$ cat src/rtl/store_buffer.sv
// Purpose: in-order store buffer between core and dmem with load lookup/forwarding.
// Latency: a pushed store is drainable the following cycle; lookup is combinational.
// Backpressure: st_ready drops when all DEPTH entries are full; drain stalls while mem_busy.
//
// Ports:
//   clk, reset         core clock; asynchronous active-low reset
//   st_valid/st_ready  store handshake carrying st_addr, st_data, st_be
//   ld_valid, ld_addr, ld_be
//                      load lookup; the result is returned on fwd_hit, fwd_data
//                      and ld_conflict in the same cycle
//   mem_busy           dmem port taken by a core load this cycle; no drain
//   mem_we, mem_addr, mem_wd
//                      dmem write port, always driven from the head entry
//   empty, count       occupancy
// Build option: define STORE_BUFFER_FWD_EN to enable byte-lane store-to-load
// forwarding. Without it every matching load reports a conflict.

module store_buffer #(
    parameter int DEPTH = 4
) (
    input  logic                       clk,
    input  logic                       reset,
    input  logic                       st_valid,
    output logic                       st_ready,
    input  logic [31:0]                st_addr,
    input  logic [31:0]                st_data,
    input  logic [3:0]                 st_be,
    input  logic                       ld_valid,
    input  logic [31:0]                ld_addr,
    input  logic [3:0]                 ld_be,
    output logic                       fwd_hit,
    output logic [31:0]                fwd_data,
    output logic                       ld_conflict,
    input  logic                       mem_busy,
    output logic [3:0]                 mem_we,
    output logic [31:0]                mem_addr,
    output logic [31:0]                mem_wd,
    output logic                       empty,
    output logic [$clog2(DEPTH):0]     count
);

    localparam int PW = $clog2(DEPTH);
    localparam int CW = $clog2(DEPTH) + 1;

    typedef struct packed {
        logic [29:0] addr;   // word address
        logic [31:0] data;
        logic [3:0]  be;
    } entry_t;

    entry_t          ent_q [DEPTH];
    logic [DEPTH-1:0] vld_q;
    logic [PW-1:0]   head_q;
    logic [PW-1:0]   tail_q;
    logic [CW-1:0]   count_q;

    logic push;
    logic drain;

    // Byte-offset bits of both addresses are meaningless for word matching.
    logic unused_addr_lsbs;
    assign unused_addr_lsbs = ^{st_addr[1:0], ld_addr[1:0]};

    // st_ready looks only at registered occupancy: a drain this cycle does not
    // open a slot until the next cycle, which keeps st_ready off the mem_busy path.
    assign st_ready = (count_q != CW'(DEPTH));
    assign push     = st_valid && st_ready && (st_be != 4'b0000);
    assign drain    = (count_q != '0) && !mem_busy;

    assign empty    = (count_q == '0);
    assign count    = count_q;

    assign mem_we   = drain ? ent_q[head_q].be : 4'b0000;
    assign mem_addr = {ent_q[head_q].addr, 2'b00};
    assign mem_wd   = ent_q[head_q].data;

    // Payload storage carries no reset; validity is tracked separately.
    always_ff @(posedge clk) begin
        if (push) begin
            ent_q[tail_q] <= '{addr: st_addr[31:2], data: st_data, be: st_be};
        end
    end

    always_ff @(posedge clk or negedge reset) begin
        if (!reset) begin
            head_q  <= '0;
            tail_q  <= '0;
            count_q <= '0;
            vld_q   <= '0;
        end else begin
            // A push never targets the head slot while it drains: tail == head
            // only when empty (no drain) or full (no push).
            if (push) begin
                tail_q        <= tail_q + PW'(1);
                vld_q[tail_q] <= 1'b1;
            end
            if (drain) begin
                head_q        <= head_q + PW'(1);
                vld_q[head_q] <= 1'b0;
            end
            count_q <= count_q + CW'(push) - CW'(drain);
        end
    end

    // Lookup walks oldest to youngest so younger entries overwrite older bytes.
    // The draining head is still valid here, so it stays visible this cycle.
    logic          any_match;
    logic [PW-1:0] idx;
`ifdef STORE_BUFFER_FWD_EN
    logic [3:0]    cov;
    logic [31:0]   fdat;
`endif

    always_comb begin
        any_match = 1'b0;
        idx       = '0;
`ifdef STORE_BUFFER_FWD_EN
        cov       = 4'b0000;
        fdat      = '0;
`endif
        for (int k = 0; k < DEPTH; k++) begin
            idx = head_q + PW'(k);
            if (vld_q[idx] && (ent_q[idx].addr == ld_addr[31:2])) begin
                any_match = 1'b1;
`ifdef STORE_BUFFER_FWD_EN
                for (int b = 0; b < 4; b++) begin
                    if (ent_q[idx].be[b]) begin
                        cov[b]         = 1'b1;
                        fdat[8*b +: 8] = ent_q[idx].data[8*b +: 8];
                    end
                end
`endif
            end
        end
    end

`ifdef STORE_BUFFER_FWD_EN
    assign fwd_hit     = ld_valid && ((cov & ld_be) == ld_be);
    assign fwd_data    = ld_valid ? fdat : 32'h0;
    assign ld_conflict = ld_valid && any_match && !fwd_hit;
`else
    logic unused_ld_be;
    assign unused_ld_be = ^ld_be;
    assign fwd_hit      = 1'b0;
    assign fwd_data     = 32'h0;
    assign ld_conflict  = ld_valid && any_match;
`endif

endmodule
$ cat config.mk
export PLATFORM = sky130hd
export DESIGN_NAME = store_buffer
export DESIGN_NICKNAME = d
export VERILOG_FILES = /design/src/rtl/store_buffer.sv
export SDC_FILE = /design/constraint.sdc
export NUM_CORES = 1
export LEC_CHECK = 0
export BUFFER_PORTS_ARGS = -buffer_cell sky130_fd_sc_hd__buf_2
export CORE_AREA = 4 4 227 229
export DETAILED_ROUTE_END_ITERATION = 10
export DIE_AREA = 0 0 231 233
export HOLD_SLACK_MARGIN = 0.12
export PLACE_DENSITY_LB_ADDON = 0.2
export SKIP_LAST_GASP = 1
export SYNTH_ARGS = -nofsm -noshare
export SYNTH_HDL_FRONTEND = slang
export SYNTH_SLANG_ARGS = --single-unit
$ cat constraint.sdc
create_clock -name clk -period 6 [get_ports clk]
set_clock_uncertainty 0.2 [all_clocks]
set_input_delay 0.9 -clock clk [delete_from_list [all_inputs] [get_ports clk]]
set_output_delay 0.9 -clock clk [all_outputs]
set_load 0.01 [all_outputs]
======== Word-level counts from Yosys, hierarchy flattened ========
Memories as Yosys holds them, arrays and structs flattened.
Cells that the tools add are included.
Widths: inputs -> output; s select.
operators by class
  equality and inequality tests ........... 5
  mux-type cells .......................... 21
  reductions and logical operators ........ 14
  order comparisons ....................... 7
  $add $sub $neg .......................... 6
  bitwise operators ....................... 3
operators by type and width
  kind                 count
  $eq 30x30->1         4
  $lt 2x3->1 const B   5
  $mux 1               12
  $mux 4               3
  $logic_and 1x1->1    10
  $bmux 1 s2           4
  $add 2x1->2 const B  2
  $add 2x2->2 const B  2
  $and 4x4->4          1
  $demux 1 s2          2
  $ge 2x1->1 const B   2
  $not 4->4            1
  $or 4x4->4           1
  $reduce_bool 4->1    1
  $add 3x1->3          1
  $logic_not 3->1      1
  $ne 3x3->1 const B   1
  $reduce_bool 3->1    1
  $sub 3x1->3          1
  $logic_not 1->1      1
word-level totals
  memories kept ........................... 1
  flip-flop bits (word level) ............. 11
  output and inout port bits .............. 107
  bits in writable memories ............... 264
  word-level logic and storage cells ...... 61
memory list
  name   words  width  rd ports  clocked after Yosys merged registers in  write ports  RTL line  RTL
  ent_q  4      66     4         0                                        1            51        entry_t ent_q [DEPTH];

======== Longest topological paths before layout ========
Gate-level depths: netlist of run 1.
  word-level depth ........................ 8
  mapped depth ............................ 18
  gate-level depth less buffers ........... 9

======== Least setup slack after synthesis of run 1 ========
Ideal clock, no wire load.
  path type ............................... flip-flop to output port
  start point ............................. register head_q[0]
  end point ............................... output port ld_conflict
  data arrival time ....................... 3966 ps
  cell stages (with the launch flop) ...... 16
  setup slack ............................. 934 ps
  required time ........................... 4900 ps
  buffers on the path ..................... 7
  cells stage by stage .................... dfrtp_1 -> buf_6 -> buf_6 -> inv_2 -> buf_2 -> clkbuf_1 -> buf_1 -> ha_1 -> buf_2 -> buf_4 -> mux2i_1 -> o221ai_1 -> a2111o_1 -> or4_4 -> nor4_2 -> o41a_1
between the ends
  elaborated cells between the ends (all ways) .. 25
  those cells by class .................... add/sub: 3; eq/ne: 4; mux: 12; reduce/logical: 5; memory: 1
RTL lines
  what                                        RTL line  RTL
  start: declaration                          53        logic [PW-1:0] head_q;
  start signal: assignment                    98        head_q <= head_q + PW'(1);
  $add 2x2->2 *                               122       idx = head_q + PW'(k);
  named net idx[0]                            108       logic [PW-1:0] idx;
  $mem_v2 4x66 or $bmux 1 s2 (tied branches)  -
  $eq 30x30->1 or $mux 1 (tied branches)      123       if (vld_q[idx] && (ent_q[idx].addr == ld_addr[31:2])) begin
  $logic_and 1x1->1 *                         123
  $mux 1 *                                    123
  $logic_and 1x1->1 *                         146       assign ld_conflict = ld_valid && any_match;
  end: declaration                            33        output logic ld_conflict,
The timed path passes the listed nets; every way through them passes the cells marked *. The select of a mux whose other input is x is not followed.

======== Final worst setup path of run 1 ========
  start point ............................. register head_q[0]
  end point ............................... output port ld_conflict
between the ends
  word-level cells in the longest chain between the ends .. 8
  elaborated cells between the ends (all ways) .. 25
  those cells by class .................... add/sub: 3; eq/ne: 4; mux: 12; reduce/logical: 5; memory: 1
RTL lines
  what                                         RTL line
  $add 2x1->2 (tied with other cells)          122
  $mem_v2 4x66 (tied with other cells)         -
  $eq 30x30->1 (tied with other cells)         123
  $logic_and 1x1->1 or $mux 1 (tied branches)  123
  $mux 1 (2 in a row)                          123
  $mux 1 *                                     123
  $logic_and 1x1->1 *                          146
Every way passes the cells marked *; elsewhere a longest branch is shown, timed or not. The select of a mux whose other input is x is not followed.

==> impl_metrics.yaml, run 1 <==
clock_network:
  postCtsSetupBuffers: 0
  insertion_delay_ns: 0.55
  cts.clk_slew.worst_paths_ns: 0.06
  post_cts_resized: 0
  clockRootBuffer: "clkbuf_16"
  cts_tree: "yes"
  numCtsBuffers: 35
  cts_buffer_depth: 3
  htree_levels: 2
  clkSinkCount: 275
logic_synthesis:
  yosys_warnings: 0
  netlist_top_cells_count: "264 x edfxtp_1, 109 x mux4_2, 105 x mux2i_1"
  ys_ff_latch: 275
  synth-edff-count: 264
  synth_top_area_cell: "edfxtp_1"
  syn_inst: 918
  synth.avg_cell_area_um2: 16.1
  synth_area_mm2: 0.0147
  synthDistinctLibCells: 54
  ys_seq_area_share_pct: 55.7
  netlist.area_leader.share_pct: 53.8
  yosys-top-cells-area: "edfxtp_1 54%, mux4_2 17%, mux2i_1 7.1%"
  yosysMostFrequentCell: "edfxtp_1"
  ys.flop_type: "edfxtp_1"
  async_flop_share_pct: 4.00
global_routing:
  grtUsageTotal_pct: 15.7
  antenna_found_initial: 10
  grt_start_max_net_pins: 129
  grt_pass1_wl_mm: 62.7
  gr-total-overflow: 0
  grt_pass1_vias: 9120
timing:
  tightest_slew_ns: 0.982
  max_freq_mhz: 187
  slew_headroom_pct: 34.5
  finalCritPeriodShare_pct: 89.3
  setup_tns_ns: 0
  maxSlewViolCount: 0
  rsz0062_at_grt: "false"
  layout_min_cycle_time_ns: 5.36
  finalSetupViolCount: 0
  hold_viol_final: 0
floorplan:
  core.rowCount: 82
  start_util_pct: 29.7
  die_area_mm2: 0.0538
  io_pins: 216
  die_y_um: 233
  placeableCoreArea_mm2: 0.0497
  die_width_um: 231
status:
  status: "finished, final reports clean"
job:
  max-cap-violations: 0
route:
  drc: 0
  routed_wirelength_mm: 42.8
  firstDrtPassIters: 5
  wl_per_cell_um: 24.0
  viasPerCell: 5.07
  first_iter_violations: 607
  final_antenna_net_count: 0
  vias: 9027
place:
  place_hpwl_mm: 29.6
  place_congestion: 0.858
  port_buffers: 172
  placed_cell_area_mm2: 0.0162
worst_setup_path:
  cp.required_ns: 4.90
  cp-start-kind: "flip-flop"
  ff2ff_setup_slack_ns: 3.06
  endpoint_kind: "output pin"
  crit_path_max_fanout: 19
  r2r-start: "count[1]$_DFF_PN0_"
  crit_type: "reg -> out"
  reg2regPathDepth: 4
  worst-endpoint-arrival_ns: 4.26
  startpoint: "head_q[0]$_DFFE_PN0P_"
  reg2reg_to: "ent_q[1][21]$_DFFE_PP_"
  endpoint: "ld_conflict"
final_layout:
  final_area_mm2: 0.0174
  nets: 1203
  regArea_mm2: 0.00821
  syn2layout_area_growth_pct: 18.3
  drive_above_1_share_pct: 33.1
  nFillCells: 4820
  multi_input_area_mm2: 0.00601
power:
  seqPwrFrac_pct: 28.5
  power.internal_uw: 6040
  switchingPower_uw: 3660
  comb_power_share_pct: 48.1
  clock_power_share_pct: 23.4
  vdd.ir_drop.worst_mv: 0.450
  power.density_mw_per_mm2: 557
  swShare_pct: 37.7
  power.leakage_uw: 0.00614
worst_hold_path:
  min_path_type: "in -> reg"
## power by group through the flow
stage | logic [µW] | clock network [µW] | registers, µW
4_1_cts | 4740 | 2340 | 2770
6_report | 4670 | 2270 | 2760
3_5_place_dp | 4720 | 0 | 2810
5_1_grt | 5010 | 2430 | 2810
3_3_place_gp | 4730 | 0 | 2800
2_1_floorplan | 3320 | 0 | 2710
## critical path, stage by stage, from the launching register on
cell,delay (ns)
dfrtp_4,0.68
inv_2,0.10
ha_4,0.54
buf_4,0.32
buf_4,0.24
mux4_2,0.52
xor2_1,0.16
nor4_1,0.23
nand2_1,0.16
nor4_1,0.31
o41a_1,0.26
buf_2,0.16
## cell type report
type                            count  area share [%]
Antenna cell                        3          0.0431
Clock buffer                       38            5.09
Clock inverter                     23            1.98
Inverter                           20           0.431
Multi-Input combinational cell    559            34.5
Sequential cell                   275            47.1
Tap cell                          672            4.82
Timing Repair Buffer              192            6.03
## logic make-up after synthesis
group / count (synthesis) / share of synthesized area (%)
AO/OA/AOI/OAI: 109 / 5.14
XOR/XNOR: 99 / 5.88
adder cells (fa/ha/maj): 11 / 0.985
buffers and inverters: 118 / 4.57
flip-flops: 275 / 55.7
multiplexers: 222 / 24.8
other: 1 / 0.0254
AND/OR/NAND/NOR: 83 / 2.92
## sequential cells by signal, summed over array words and instances, names as in the netlist
register / flops
ent_q: 264
head_q: 2
vld_q: 4
tail_q: 2
count: 3
## cell usage in the layout (no fill, tap or decap), types with 4 or more instances in the layout
cell	netlist	routed
nor2_1	17	17
edfxtp_1	264	264
mux2_2	4	4
o22ai_1	14	14
mux4_1	4	4
inv_1	19	19
nand3_1	7	7
nand4_1	10	10
nor4_1	11	11
mux2i_1	105	105
clkinv_2	0	5
o2111ai_1	6	6
xor2_1	40	40
clkinv_1	0	6
a21oi_1	17	17
mux4_2	109	109
bufinv_16	0	8
a31oi_1	4	4
ha_1	10	9
and2_1	8	4
a221oi_1	6	6
o221ai_1	5	5
a211oi_1	7	7
and2_4	0	4
nand2_1	20	20
a2bb2oi_1	4	4
conb_1	1	35
xnor2_1	59	59
buf_4	48	16
o211ai_1	5	5
clkbuf_16	0	35
dfrtp_1	11	9
buf_2	22	172
o21ai_0	21	21
a22oi_1	5	5
## per-layer routing
layer | track usage, % | vias up | routed length (µm) | share of wire, %
met1 | 21.0 | 4663 | 18300 | 43
li1 | - | 3972 | - | -
met4 | 3.83 | 12 | 742 | 1.7
met5 | 0 | - | 79 | 0.18
met2 | 25.2 | 322 | 20300 | 47
met3 | 4.70 | 58 | 3380 | 7.9
## timing repair
action,CTS,global route
setup endpoints to repair,0,0
hold endpoints to repair,11,0
hold buffers,1,0
## per-stage QoR
step           hold WS, ns  setup slack (ns)  cells  utilization (%)  power, µW
6_report             0.358             0.645   1782             35.1       9700
5_1_grt              0.344             0.323   1779             35.1      10200
4_1_cts              0.323             0.525   1779             35.1       9860
3_5_place_dp         0.353              1.14   1717             32.6       7530
3_3_place_gp         0.345              1.11   1717             32.6       7520
2_1_floorplan        0.349             0.934    952                -       6030
## worst min path at each step
stage                            start                endpoint  slack [ns]  cells past startpoint
detailed placement  count[0]$_DFF_PN0_      count[0]$_DFF_PN0_        0.35                      1
CTS                         st_data[3]   ent_q[3][7]$_DFFE_PP_        0.32                      1
global route                st_data[3]   ent_q[3][7]$_DFFE_PP_        0.34                      1
floorplan           vld_q[0]$_DFF_PN0_      vld_q[0]$_DFF_PN0_        0.35                      1
finish                     st_data[30]  ent_q[2][34]$_DFFE_PP_        0.36                      1
global placement    count[0]$_DFF_PN0_      count[0]$_DFF_PN0_        0.35                      1
(Power assumes the default switching activity.)
==> inputs of run 2 (changes only) <==
CORE_AREA = 4 4 151 211   (was 4 4 227 229)
DIE_AREA = 0 0 155 215   (was 0 0 231 233)
==> run 2 against run 1 <==
- first-iteration DRC count fell by 15%
- register-to-register slack improved by 0.07 ns
- total power fell by 9.6%
- die area fell by 38%
- routed wire length fell by 14%
- sequential power rose by 1%
- non-clock buffer count fell by 4
- setup slack got worse by 0.11 ns
- combinational power fell by 4.9%
- sequential cell count did not move
- maximum frequency fell by 2.0%
==> impl_metrics.yaml, run 2 (synthesis results as in run 1) <==
clock_network:
  post_cts_resized: 0
  clockRootBuffer: "clkbuf_16"
  insertion_delay_ns: 0.54
  postCtsSetupBuffers: 0
  cts.clk_slew.worst_paths_ns: 0.06
  cts_hold_buf: 1
  numCtsBuffers: 26
  clkSinkCount: 275
  cts_tree: "yes"
  htree_levels: 1
  cts_buffer_depth: 3
timing:
  rsz0062_at_grt: "false"
  setup_slack_ns: 0.538
  finalCritPeriodShare_pct: 91.0
  slew_headroom_pct: 45.9
  setup_tns_ns: 0
  tightest_slew_ns: 0.812
  maxSlewViolCount: 0
  layout_min_cycle_time_ns: 5.46
  finalSetupViolCount: 0
  hold_viol_final: 0
  max_freq_mhz: 183
global_routing:
  grt_pass1_vias: 9295
  grtUsageTotal_pct: 22.1
  gr-total-overflow: 0
  antenna_found_initial: 6
  grt_pass1_wl_mm: 56.1
  grt_start_max_net_pins: 72
power:
  power.internal_uw: 5420
  comb_power_share_pct: 50.7
  clock_power_share_pct: 17.4
  swShare_pct: 38.2
  power.leakage_uw: 0.00589
  switchingPower_uw: 3350
  vdd.ir_drop.worst_mv: 0.303
  seqPwrFrac_pct: 32.0
  power.density_mw_per_mm2: 529
route:
  wl_per_cell_um: 25.0
  final_antenna_net_count: 0
  viasPerCell: 6.05
  first_iter_violations: 516
  drc: 0
  vias: 8919
  firstDrtPassIters: 5
  routed_wirelength_mm: 36.9
worst_setup_path:
  cp-start-kind: "flip-flop"
  r2r-start: "count[1]$_DFF_PN0_"
  reg2regPathDepth: 4
  crit_type: "reg -> out"
  worst-endpoint-arrival_ns: 4.36
  reg2reg_to: "ent_q[1][50]$_DFFE_PP_"
  ff2ff_setup_slack_ns: 3.13
  cp.required_ns: 4.90
  endpoint_kind: "output pin"
  crit_path_max_fanout: 25
job:
  max-cap-violations: 0
place:
  place_hpwl_mm: 26.6
  pre_cts_ws_ns: 1.18
  place_congestion: 0.937
  port_buffers: 172
floorplan:
  placeableCoreArea_mm2: 0.0299
  core.rowCount: 75
  start_util_pct: 49.2
  die_area_mm2: 0.0333
  die_width_um: 155
  die_y_um: 215
  io_pins: 216
worst_hold_path:
  min_to: "ent_q[0][58]$_DFFE_PP_"
  hold_path.startpoint: "st_addr[24]"
  min_path_type: "in -> reg"
  hold_depth: 1
final_layout:
  largest_reg_flops: 264
  nets: 1190
  syn2layout_area_growth_pct: 12.5
  drive_above_1_share_pct: 31.6
  final_common_cell: "edfxtp_1"
  final_cell_mix: "264 x edfxtp_1, 172 x buf_2, 109 x mux4_2, 105 x mux2i_1, 59 x xnor2_1"
  nFillCells: 2462
  top_register: "ent_q"
status:
  status: "finished, final reports clean"
==> run 2: cell count changes in the layout (fill, tap and decap cells not counted), moves of 2 or more <==
cell	change
buf_4	-3
bufinv_16	-7
clkbuf_1	+7
clkbuf_16	-8
clkinv_1	-4
inv_16	-2
inv_6	-2
==> run 2: power groups by stage <==
stage	clock network (µW)	registers [µW]	logic, µW
finish	1520	2800	4440
detailed placement	0	2840	4480
CTS	1570	2810	4500
global placement	0	2830	4480
global route	1650	2850	4770
floorplan	0	2710	3320
==> run 2: how the worst max path moves through the flow <==
stage                                startpoint     endpoint  cells past startpoint  slack [ns]
after detailed placement  head_q[1]$_DFFE_PN0P_  ld_conflict                     10        1.18
after CTS                 head_q[1]$_DFFE_PN0P_  ld_conflict                     10        0.56
after floorplan           head_q[0]$_DFFE_PN0P_  ld_conflict                     15        0.93
final                     head_q[1]$_DFFE_PN0P_  ld_conflict                     10        0.54
after global placement    head_q[1]$_DFFE_PN0P_  ld_conflict                     10        1.18
after global routing      head_q[1]$_DFFE_PN0P_  ld_conflict                     11        0.32
==> run 2: worst max-delay path: stages (launching register included) <==
cell and delay (ns):
dfrtp_4 0.69, inv_1 0.21, ha_4 0.56, buf_4 0.35, mux4_2 0.55, xor2_1 0.19
nor4_1 0.43, o2111ai_1 0.18, nor4_1 0.27, o41a_1 0.23, buf_2 0.14
==> run 2: stage by stage <==
stage | hold slack [ns] | std cells | total power, µW | area [µm²] | util [%]
CTS | 0.334 | 1472 | 8880 | 16600 | 55.3
finish | 0.370 | 1475 | 8770 | 16600 | 55.4
global route | 0.350 | 1473 | 9270 | 16600 | 55.3
floorplan | 0.349 | 952 | 6030 | 14900 | -
detailed placement | 0.356 | 1426 | 7320 | 15800 | 52.7
global placement | 0.361 | 1426 | 7300 | 15800 | 52.7
==> run 2: layout make-up <==
cell class | count | area, µm² | area share (%)
Tap cell | 385 | 482 | 2.91
Antenna cell | 3 | 7.51 | 0.0453
Multi-Input combinational cell | 559 | 6010 | 36.3
Sequential cell | 275 | 8210 | 49.5
Timing Repair Buffer | 188 | 1010 | 6.09
Inverter | 20 | 75.1 | 0.453
Clock inverter | 8 | 66.3 | 0.400
Clock buffer | 37 | 713 | 4.30
==> run 2: layer usage <==
metal | up-vias | GRT usage [%] | wire (µm) | share of wire [%]
met5 | - | 0 | 34 | 0.092
met4 | 8 | 10.3 | 1880 | 5.1
met3 | 93 | 5.39 | 2870 | 7.8
met2 | 358 | 38.5 | 19000 | 52
met1 | 4518 | 25.7 | 13000 | 35
li1 | 3942 | - | - | -
==> inputs of run 3 (changes only) <==
RECOVER_POWER = 50   (was default)
==> run 3 against run 2 <==
- the flow now finishes with violations (max-capacitance violations, max-slew violations)
- sequential cell count did not move
- design area down 0.60%
- maximum frequency grew 0.36%
- non-clock buffer count is the same
- worst hold slack gained 0.0018 ns
- die area unchanged
- sequential power hardly changed
- global-route usage is the same
- first-iteration DRC count shrank 6.8%
- clock-buffer cell count did not move
- setup slack gained 0.019 ns
- via count is essentially flat
- critical path type unchanged
- largest cell class unchanged
==> impl_metrics.yaml, run 3 (synthesis results as in run 1) <==
clock_network:
  cts_tree: "yes"
  htree_levels: 1
  numCtsBuffers: 26
  post_cts_resized: 0
  cts.clk_slew.worst_paths_ns: 0.06
  clkSinkCount: 275
  insertion_delay_ns: 0.54
  cts_buffer_depth: 3
  clockRootBuffer: "clkbuf_16"
worst_setup_path:
  crit_path_max_fanout: 25
  cp_slowest_stage_delay_ns: 0.69
  worst-endpoint-arrival_ns: 4.34
  cp.required_ns: 4.90
  cpMostUsedCell: "nor4_1"
  crit_type: "reg -> out"
  crit_chain: "inv_1 -> ha_4 -> buf_4 -> mux4_2 -> xor2_1 -> nor4_1 -> o2111ai_1 -> nor4_1 -> o41a_1 -> buf_2"
  cp_slowest_cell: "dfrtp_4"
  cp-start-kind: "flip-flop"
  endpoint_kind: "output pin"
timing:
  slew_headroom_pct: -123
  finalCritPeriodShare_pct: 90.7
  tightest_slew_ns: 3.34
  layout_min_cycle_time_ns: 5.44
  maxSlewViolCount: 93
  setup_slack_ns: 0.557
  hold_viol_final: 0
  setup_tns_ns: 0
  finalSetupViolCount: 0
  rsz0062_at_grt: "false"
  max_freq_mhz: 184
route:
  firstDrtPassIters: 5
  final_antenna_net_count: 0
  drc: 0
  routed_wirelength_mm: 36.9
  wl_per_cell_um: 25.0
  viasPerCell: 6.05
  vias: 8918
  first_iter_violations: 481
global_routing:
  grtUsageTotal_pct: 22.1
  gr-total-overflow: 0
  grt_pass1_vias: 9295
  antenna_found_initial: 2
  grt_start_max_net_pins: 72
  grt_pass1_wl_mm: 56.1
final_layout:
  drive_above_1_share_pct: 24.8
  top_register: "ent_q"
  final_common_cell: "edfxtp_1"
  largest_reg_flops: 264
  syn2layout_area_growth_pct: 11.8
  nets: 1190
  nFillCells: 2491
  final_cell_mix: "264 x edfxtp_1, 109 x mux4_2, 105 x mux2i_1, 101 x buf_2, 81 x clkbuf_1"
floorplan:
  core.rowCount: 75
  die_width_um: 155
  die_area_mm2: 0.0333
  placeableCoreArea_mm2: 0.0299
  io_pins: 216
  start_util_pct: 49.2
  die_y_um: 215
power:
  power.density_mw_per_mm2: 532
  power.leakage_uw: 0.00569
  vdd.ir_drop.worst_mv: 0.305
  power.total_uw: 8770
place:
  port_buffers: 172
  place_congestion: 0.937
  place_hpwl_mm: 26.6
  pre_cts_ws_ns: 1.18
status:
  violations: "max-capacitance violations, max-slew violations"
  status: "complete, but fails checks"
job:
  max-cap-violations: 2
worst_hold_path:
  min_path_type: "reg -> reg"
==> run 3: cell types whose count changed in the layout (fill, tap and decap cells not counted) <==
| cell | previous run | this run |
|---|---|---|
| and2_0 | 0 | 1 |
| and2_1 | 4 | 5 |
| and2_4 | 4 | 2 |
| buf_2 | 172 | 101 |
| clkbuf_1 | 10 | 81 |
| diode_2 | 3 | 1 |
==> run 3: through the flow <==
stage	utilization, %	hold slack (ns)	cells	area [µm²]
after global routing	55.0	0.397	1472	16500
after CTS	55.3	0.334	1472	16600
after detailed placement	52.7	0.356	1426	15800
final	55.0	0.372	1473	16500
after floorplan	-	0.349	952	14900
after global placement	52.7	0.361	1426	15800
==> run 3: per-layer routing <==
| metal | part of all wire, % | GRT usage (%) | routed length [µm] |
|---|---|---|---|
| met1 | 36 | 25.7 | 13100 |
| met2 | 52 | 38.5 | 19100 |
| met3 | 7.6 | 5.39 | 2790 |
| met4 | 5.0 | 10.3 | 1840 |
| met5 | 0.071 | 0 | 26 |
==> run 3: worst paths after layout <==
path                       slack [ns]                  start                      to  cells past startpoint
max                              0.56  head_q[1]$_DFFE_PN0P_             ld_conflict                     10
min                              0.37     count[0]$_DFF_PN0_      count[0]$_DFF_PN0_                      1
max reg2reg                      1.21     count[1]$_DFF_PN0_  ent_q[0][20]$_DFFE_PP_                      4
min reg2reg                      0.37     count[0]$_DFF_PN0_      count[0]$_DFF_PN0_                      1
max in group asynchronous        4.42                  reset   head_q[1]$_DFFE_PN0P_                      2
min in group asynchronous        0.71                  reset      count[0]$_DFF_PN0_                      2
==> run 3: report_power, final <==
group          switching (µW)  leakage [µW]  internal (µW)  total (µW)
logic                    2420       0.00277           2010        4430
clock network             661      0.000382            865        1530
registers                 272       0.00254           2540        2810
==> run 3: cell type report <==
class                      instances  area (µm²)  share of cell area (%)
clock buffer                      37         713                    4.33
multi-input combinational        559        6000                    36.4
antenna                            1        2.50                  0.0152
timing repair buffer             188         920                    5.58
clock inverter                     8        66.3                   0.403
tap                              385         482                    2.92
sequential                       275        8210                    49.8
inverter                          20        75.1                   0.456
==> run 3: critical path: cells and delay by family (launching register included) <==
family	cells	cell delay (ns)
adder cells (fa/ha/maj)	1	0.56
buffers and inverters	3	0.70
XOR/XNOR	1	0.19
AO/OA/AOI/OAI	2	0.38
multiplexers	1	0.55
AND/OR/NAND/NOR	2	0.71
flip-flops	1	0.69
==> run 3: repair_timing <==
item	in CTS	in global routing
hold buffers	1	0
endpoints found under the hold margin	11	0
setup buffers	0	0
